[src/rtl/test_port_pkg.sv]
// Shared constants, state encoding and byte-order helper for the
// test-report port writer.
package test_port_pkg;

    localparam int ADDR_W = 30;
    localparam int DATA_W = 32;

    localparam logic [ADDR_W-1:0] TEST_PORT    = 30'h3FF;
    localparam logic [DATA_W-1:0] BEGIN_SYMBOL = 32'h00000168;
    localparam logic [DATA_W-1:0] END_SYMBOL   = 32'hFFFFFD5D;

    typedef enum logic [2:0] {
        IDLE,
        WR_BEGIN,
        GAP,
        WAIT_DATA,
        WR_DATA,
        WR_END,
        DONE
    } state_t;

    // Readable word -> little-endian bus order.
    function automatic logic [DATA_W-1:0] bswap(
        input logic [DATA_W-1:0] w
    );
        return {w[7:0], w[15:8], w[23:16], w[31:24]};
    endfunction

endpackage

[src/rtl/test_port_writer_fifo.sv]
// Synchronous result FIFO with registered full/empty flags and a
// show-ahead head word.
module result_fifo
    import test_port_pkg::*;
#(
    parameter int DEPTH = 16,
    parameter int WIDTH = DATA_W
) (
    input  logic             clk,
    input  logic             rst,
    input  logic             push,
    input  logic             pop,
    input  logic [WIDTH-1:0] wdata,
    output logic [WIDTH-1:0] head,
    output logic             full,
    output logic             empty
);

    localparam int AW = $clog2(DEPTH);
    localparam logic [AW:0] ONE_CNT  = (AW+1)'(1);
    localparam logic [AW:0] FULL_CNT = (AW+1)'(DEPTH);
    localparam logic [AW-1:0] ONE_PTR = AW'(1);

    logic [WIDTH-1:0] mem [DEPTH];
    logic [AW-1:0]    wr_ptr;
    logic [AW-1:0]    rd_ptr;
    logic [AW:0]      count;
    logic [AW:0]      count_n;
    logic             push_ok;
    logic             pop_ok;

    // Flags come from last cycle's count, so a pop never frees a
    // slot for a push in the same cycle.
    assign push_ok = push && !full;
    assign pop_ok  = pop && !empty;
    assign head    = mem[rd_ptr];

    always_comb begin
        count_n = count;
        unique case ({push_ok, pop_ok})
            2'b10:   count_n = count + ONE_CNT;
            2'b01:   count_n = count - ONE_CNT;
            default: count_n = count;
        endcase
    end

    always_ff @(posedge clk) begin
        if (rst) begin
            wr_ptr <= '0;
            rd_ptr <= '0;
            count  <= '0;
            full   <= 1'b0;
            empty  <= 1'b1;
        end else begin
            if (push_ok) wr_ptr <= wr_ptr + ONE_PTR;
            if (pop_ok)  rd_ptr <= rd_ptr + ONE_PTR;
            count <= count_n;
            full  <= (count_n == FULL_CNT);
            empty <= (count_n == '0);
        end
    end

    always_ff @(posedge clk) begin
        if (push_ok) mem[wr_ptr] <= wdata;
    end

endmodule

[config.mk]
export PLATFORM = sky130hd
export DESIGN_NAME = result_fifo
export DESIGN_NICKNAME = d
export VERILOG_FILES = /design/src/rtl/test_port_pkg.sv /design/src/rtl/test_port_writer_fifo.sv
export SDC_FILE = /design/constraint.sdc
export NUM_CORES = 1
export LEC_CHECK = 0
export CAP_MARGIN = 25
export CELL_PAD_IN_SITES_DETAIL_PLACEMENT = 1
export CELL_PAD_IN_SITES_GLOBAL_PLACEMENT = 1
export CORE_UTILIZATION = 28
export DETAILED_ROUTE_END_ITERATION = 10
export PLACE_DENSITY = 0.44
export SYNTH_ARGS = -nofsm -noshare
export SYNTH_HDL_FRONTEND = slang
export SYNTH_SLANG_ARGS = --single-unit
[constraint.sdc]
create_clock -name clk -period 5.95 [get_ports clk]
set_clock_uncertainty 0.05 [all_clocks]
set_input_delay 1.19 -clock clk [delete_from_list [all_inputs] [get_ports clk]]
set_output_delay 1.19 -clock clk [all_outputs]
set_load 0.005 [all_outputs]
-- After elaboration in Yosys (flattened, before gate mapping)
Memory sizes are Yosys's and may differ from the RTL's. A register that Yosys moved wholly into a read port is not among the register bits.
Index checks and enable logic that the tools add are counted.
- multiplexer cells: 5
- reduce and logical (&&, ||, !) cells: 5
- equality and inequality tests: 3
- $add $sub $neg: 4
- operators with widths (kind ; number):
    $pmux 5 s2 ; 1
    $add 4x1->4 const B ; 2
    $mux 4 ; 2
    $add 5x1->5 const B ; 1
    $eq 5x5->1 const B ; 1
    $logic_not 5->1 ; 1
    $sub 5x1->5 const B ; 1
    $eq 2x1->1 const B ; 1
    $eq 2x2->1 const B ; 1
    $logic_and 1x1->1 ; 2
    $logic_not 1->1 ; 2
    $mux 1 ; 2
- flip-flop bits (word level): 15
- memories kept: 1
- logic and storage cells: 23
- memory bits (writable): 512
- output and inout bits: 34
- input port bits: 36
- memory list (name ; words ; bits a word ; read ports ; clocked after memory_dff ; wr ports ; line ; source):
    mem ; 16 ; 32 ; 1 ; 1 ; 1 ; test_port_writer_fifo.sv:24 ; logic [WIDTH-1:0] mem [DEPTH];

-- Longest topological paths before layout
Gate-level depths: netlist of run 1.
- word-level depth: 5
- depth in mapped cells: 11
- depth with buffers taken out: 10

-- Least setup slack after synthesis of run 1
OpenSTA, ideal clock, no wires.
- kind: input port to flip-flop
- start: in push
- end: mem mem[3][0] in the netlist's numbering, enable pin
- cell stages on the path: 4
- arrival: 3.800 ns
- slack: 1.639 ns
- path buffers: 1
- library setup time: 0.461 ns
- data required time: 5.439 ns
- path through: nor2b_1 > buf_4 > nand2_1 > nor3_1
- longest elaborated chain between the ends: 3
- RTL lines (what ; line ; source):
    start: declaration ; test_port_writer_fifo.sv:11 ; input logic push,
    $logic_and 1x1->1 ; test_port_writer_fifo.sv:34 ; assign push_ok = push && !full;
    $mux 1 ; test_port_writer_fifo.sv:64 ; if (push_ok) mem[wr_ptr] <= wdata;
    $mux 1 (not written as such) ; test_port_writer_fifo.sv:64 ;
    end: declaration ; test_port_writer_fifo.sv:24 ;
Every way passes these cells.

==> metrics.cfg, run 1 <==
[sta]
period_share_pct=81.24
fmax_ghz=0.2069
min_period_ps=4834
finalSetupTns_ps=0
worstMarginPinSlew_ps=879.4
hold_viol=0
setup_viol=0
slew_headroom_pct=41.37
slew_violations=0
rsz0062_at_grt=no

[setup_path]
critPathRequiredTime_ps=4710
path_buf_inv=2
worst-setup-path-type=reg -> out
r2r_cells=9
cp-end-kind=output port
worstSetupStartpointType=flop
crit_chain=buf_4, mux4_1, mux4_2, clkdlybuf4s50_1
max_stage_delay_ps=840
crit_path_max_fanout=33
cp_slowest_cell=dfxtp_4
arrival_ps=3590
path_depth=4
crit_family=multiplexers
rr_startpoint=full$_SDFF_PP0_

[synth]
synth_edf_count=512
syn_nets=876
yosys.area.top_type=edfxtp_1
synth.mux.area_fraction_pct=18.60
ys_ff_latch=531
synth.distinct_cells=41
syn_area_um2=20430
synth-warning-count=0
synth_flop_cell=edfxtp_1
netlist.area_leader.share_pct=75.25
synth-xor-area-share_pct=0.4716
ys_seq_area_share_pct=77.11
syn_inst=833
synth_compound_area_share_pct=0.4532
postSynthAreaPerCell_um2=24.53
synth-simple-area-share_pct=1.402
synthAdderAreaFrac_pct=0.4287
synth_most_common_cell=edfxtp_1
synth.top_cells.by_count=edfxtp_1 (512), mux4_2 (110), mux4_1 (50)
yosys-top-cells-area=edfxtp_1 (75%), mux4_2 (12%), mux4_1 (6.4%)
synth_top_family_by_area=multiplexers
async_flop_share_pct=0

[power_and_ir_drop]
power_density_nw_per_um2=364.0
p_leak_nw=7.332
p_sw_mw=2.040
clkPwrFrac_pct=39.0
pwr-share-comb_pct=12.4
pwr-share-seq_pct=48.6
ir_drop_mv=0.1668
switching_share_pct=23.11
p_int_mw=6.788

[die]
die-area_um2=74050
start_util_pct=28.43
die_y_um=272.1
io_pins=70
die_w_um=272.1
rows=98
core_um2=71850

[routing]
wl_um=48350
via_per_inst=4.623
first_pass_iters=4
drtAntennaViolNets=0
wl_per_cell_um=24.81
drc=0
drt-initial-drc-count=644
vias=9010

[global_route]
antenna_found_initial=1
grt_use_total_pct=13.25
grt_pass1_wl_um=71020
grt-ovfl-total=0
grt_pass1_vias=9928
grt_max_degree=45

[placed_design]
io_buffers=69
dp_hpwl_um=27980
placed_cells=1841
gp_congestion=0.6918

[clock_tree]
clock-sinks=531
cts_hold_buf=0
numCtsBuffers=60
cts-root-buf=clkbuf_16
cts_max_level=2
clock_latency_ps=600
clkTransAtPathRegs_ps=50
clk_path_buf_depth=3
cts_tree=done
cts_resized=0
postCtsSetupBuffers=0

[hold_path]
hold_path_class=reg -> reg
holdPathStages=2
worstHoldStart=rd_ptr[1]$_SDFFE_PP0P_

[cells_and_area]
drive_above_1_share_pct=23.72
nets=996
n_fill_cell=6999
areaGrowthSynthToFinish_pct=18.70
antenna_cells=0
final_cells=1949

[status]
outcome=completed

[flow_run]
cap_violations=0

==> power by group through the flow <==
stage          combinational (mW)  sequential [mW]  clock, mW
2_1_floorplan               0.758             4.30          0
3_3_place_gp                 1.13             4.38          0
3_5_place_dp                 1.13             4.38          0
4_1_cts                      1.14             4.30       3.56
5_1_grt                      1.19             4.31       3.67
6_report                     1.10             4.29       3.44
==> layout by cell type (no fill, tap or decap), types with 5 or more instances in the layout <==
cell type,count
edfxtp_1,512
buf_12,5
nand2_1,11
mux4_2,110
clkdlybuf4s50_1,69
clkbuf_1,22
a21oi_1,6
buf_4,27
clkinv_1,15
ha_1,7
nor2_1,16
mux4_1,50
xnor2_1,5
xor2_1,6
dfxtp_1,15
clkbuf_16,62
nor2_4,12
==> per-stage QoR <==
step	utilization [%]	area [um^2]	setup WS [ps]	total power, mW	hold slack [ps]
2_1_floorplan	-	20430	1639	5.060	422.5
3_3_place_gp	31.21	22420	1652	5.510	445.3
3_5_place_dp	31.23	22440	1652	5.509	459.8
4_1_cts	33.75	24250	1002	8.998	471.5
5_1_grt	33.75	24250	947.1	9.168	500.0
6_report	33.75	24250	1116	8.828	467.7
==> metal layers <==
layer / up-vias / global-route usage, % / wire length [um]
met5: - / 0 / 13
met4: 2 / 3.711 / 871
met2: 153 / 20.72 / 22790
met3: 66 / 2.327 / 2085
li1: 3864 / - / -
met1: 4925 / 18.94 / 22590
==> area by class of cell <==
cell class,instances,area [um^2],share of cell area [%]
flip-flops and latches,531,15770,65.02
well taps,950,1189,4.901
clock buffers,84,1634,6.738
clock inverters,24,173.9,0.7172
multi-input cells,254,4474,18.45
inverters,5,18.77,0.07739
repair buffers,101,993.5,4.097
==> path summary, 6_finish.rpt <==
path,endpoint,slack (ps)
max,head[3],1120
min,flop,470
max reg2reg,full$_SDFF_PP0_,3080
min reg2reg,flop,470
==> cell families after synthesis <==
family                   Yosys count
AO/OA/AOI/OAI                     15
flip-flops                       531
buffers and inverters             48
adder cells (fa/ha/maj)            7
AND/OR/NAND/NOR                   60
multiplexers                     161
XOR/XNOR                          11
==> sequential cells by signal, indices dropped and copies added, names as in the netlist, named ones only <==
| name | cells |
|---|---|
| mem | 512 |
| full | 1 |
| empty | 1 |
| rd_ptr | 4 |
| count | 5 |
| wr_ptr | 4 |
==> tightest hold or removal path: stages, from the launching register on <==
cell	delay [ps]
dfxtp_1	330
nand2_1	80
a21oi_1	60
Power figures use the tool's default switching activity.
==> run 2, diff against run 1 <==
==> constraint.sdc (replaced) <==
create_clock -name clk -period 5 [get_ports clk]
set_clock_uncertainty 0.05 [all_clocks]
set_input_delay 1 -clock clk [delete_from_list [all_inputs] [get_ports clk]]
set_output_delay 1 -clock clk [all_outputs]
set_load 0.005 [all_outputs]
==> run 2 against run 1 <==
Net effect: register-to-register slack got worse by 750 ps; via count increased by 0.62%; hold slack got worse by 17 ps; highest routed layer unchanged; wire length increased by 2.5%; clock power increased by 16%; setup slack got worse by 510 ps.
==> metrics.cfg, run 2 (synthesized netlist as in run 1, its figures left out) <==
[cells_and_area]
nets=1001  ; was 996
design_area_um2=24330  ; was 24250 um^2
antenna_cells=0  ; unchanged
mostFrequentLayoutCells=edfxtp_1 (512), mux4_2 (110), clkdlybuf4s50_1 (69), clkbuf_16 (58), mux4_1 (50)  ; was edfxtp_1 (512), mux4_2 (110), clkdlybuf4s50_1 (69), clkbuf_16 (62), mux4_1 (50)
largest_reg_flops=512  ; unchanged
regMostFlops=mem  ; unchanged
layout_commonest_cell=edfxtp_1  ; unchanged
drive_above_1_share_pct=24.60  ; was 23.72%
reg_top3=mem x512, count x5  ; unchanged
areaGrowthSynthToFinish_pct=19.06  ; was 18.70%
n_fill_cell=7024  ; was 6999

[routing]
drc=0  ; unchanged
wl_um=49570  ; was 48350 um
vias=9066  ; was 9010
drtAntennaViolNets=0  ; unchanged
drt-initial-drc-count=612  ; was 644
first_pass_iters=4  ; unchanged
via_per_inst=4.649  ; was 4.623
wl_per_cell_um=25.42  ; was 24.81 um

[placed_design]
dpl-instance-area_um2=22570  ; was 22440 um^2
dpl_worst_slack_ps=1160  ; was 1652 ps
dp_hpwl_um=27660  ; was 27980 um
io_buffers=69  ; unchanged
gp_congestion=0.6802  ; was 0.6918

[flow_run]
cap_violations=0  ; unchanged

[sta]
worstMarginPinSlew_ps=934.4  ; was 879.4 ps
min_period_ps=4398
rsz0062_at_grt=no  ; unchanged
period_share_pct=87.96
hold_viol=0  ; unchanged
slew_headroom_pct=37.71  ; was 41.37%
finalSetupTns_ps=0  ; unchanged
setup_ws_ps=602.1  ; was 1116 ps
slew_violations=0  ; unchanged
setup_viol=0  ; unchanged
fmax_ghz=0.2274

[global_route]
gr-usage-met2_pct=22.71  ; was 20.72%
globalRouteMet1Util_pct=18.41  ; was 18.94%
grt-ovfl-total=0  ; unchanged
grt_use_total_pct=13.62  ; was 13.25%
grt_max_degree=45  ; unchanged
top_usage_layer=met2  ; unchanged
antenna_found_initial=1  ; unchanged
grt_pass1_vias=10020  ; was 9928
grt_util_met3_pct=2.389  ; was 2.327%
grt_pass1_wl_um=72430  ; was 71020 um

[clock_tree]
postCtsSetupBuffers=0  ; unchanged
cts_tree=done  ; unchanged
cts-root-buf=clkbuf_16  ; unchanged
clkTransAtPathRegs_ps=60  ; was 50 ps
cts_hold_buf=0  ; unchanged
clk_path_buf_depth=3  ; unchanged
clock_latency_ps=600  ; about the same
cts_resized=0  ; unchanged
clock-sinks=531  ; unchanged
numCtsBuffers=58  ; was 60
cts_max_level=2  ; unchanged

[die]
core_um2=71850  ; unchanged
die-area_um2=74050  ; unchanged
die_y_um=272.1  ; unchanged
die_w_um=272.1  ; unchanged
io_pins=70  ; unchanged
start_util_pct=28.43  ; unchanged
rows=98  ; unchanged

[setup_path]
endpoint=head[4]  ; was head[3]
crit_path_max_fanout=44  ; was 33
r2r-end=full$_SDFF_PP0_  ; unchanged
ff2ff_setup_slack_ps=2330  ; was 3080 ps
worstSetupStartpointType=flop  ; unchanged
cp-end-kind=output port  ; unchanged
arrival_ps=3350  ; was 3590 ps
critPathRequiredTime_ps=3950  ; was 4710 ps
rr_startpoint=empty$_SDFF_PP1_  ; was full$_SDFF_PP0_
worst-setup-path-type=reg -> out  ; unchanged
r2r_cells=9  ; unchanged

[power_and_ir_drop]
clkPwrFrac_pct=38.4  ; was 39.0%
power_density_nw_per_um2=426.9  ; was 364.0 nW/um^2
p_int_mw=7.949  ; was 6.788 mW
p_sw_mw=2.435  ; was 2.040 mW
pwr-share-seq_pct=49.0  ; was 48.6%
ir_drop_mv=0.2825  ; was 0.1668 mV
p_leak_nw=7.372  ; was 7.332 nW
pwr-share-comb_pct=12.6  ; was 12.4%
switching_share_pct=23.45  ; was 23.11%

[status]
outcome=completed  ; unchanged

[hold_path]
hold_path_class=reg -> reg  ; unchanged

[run 2: stage by stage]
step	utilization, %	hold WS, ps	total power [mW]	std cells
floorplan	-	422.5	6.021	833
global placement	31.41	438.3	6.532	1848
detailed placement	31.41	451.2	6.542	1848
CTS	33.85	460.9	10.57	1950
global route	33.85	487.9	10.80	1950
finish	33.85	450.3	10.38	1950
[run 2: layout make-up]
class / count / area (um^2) / area share, %
Sequential cell: 531 / 15770 / 64.82
Inverter: 5 / 18.77 / 0.07715
Timing Repair Buffer: 108 / 1121 / 4.609
Clock buffer: 71 / 1500 / 6.167
Tap cell: 950 / 1189 / 4.886
Multi-Input combinational cell: 254 / 4474 / 18.39
Clock inverter: 31 / 255.2 / 1.049
[run 2: metal layers]
layer,share of wire (%),vias up
li1,-,3859
met1,46,5010
met2,49,133
met3,3.1,62
met4,1.7,2
met5,0.018,-
[run 2: power by group through the flow]
stage / clock (mW) / combinational, mW / sequential, mW
after floorplan: 0 / 0.902 / 5.12
after global placement: 0 / 1.35 / 5.18
after detailed placement: 0 / 1.36 / 5.18
after CTS: 4.12 / 1.36 / 5.09
after global routing: 4.28 / 1.42 / 5.10
final: 3.99 / 1.31 / 5.08
[run 2: worst min path at each step]
| stage | slack, ps | startpoint | end | cells after the start |
|---|---|---|---|---|
| after CTS | 460 | rd_ptr[1]$_SDFFE_PP0P_ | flop | 2 |
| after detailed placement | 450 | rd_ptr[3]$_SDFFE_PP0P_ | rd_ptr[3]$_SDFFE_PP0P_ | 2 |
| after global placement | 440 | rd_ptr[3]$_SDFFE_PP0P_ | rd_ptr[3]$_SDFFE_PP0P_ | 2 |
| after global routing | 490 | rd_ptr[1]$_SDFFE_PP0P_ | flop | 2 |
| final | 450 | rd_ptr[1]$_SDFFE_PP0P_ | flop | 2 |
| after floorplan | 420 | rd_ptr[3]$_SDFFE_PP0P_ | flop | 2 |
[run 2: critical path, cell delays in order (launching register included)]
cell             delay (ps)
dfxtp_4                 630
buf_12                  360
mux4_1                  650
mux4_2                  550
clkdlybuf4s50_1         490
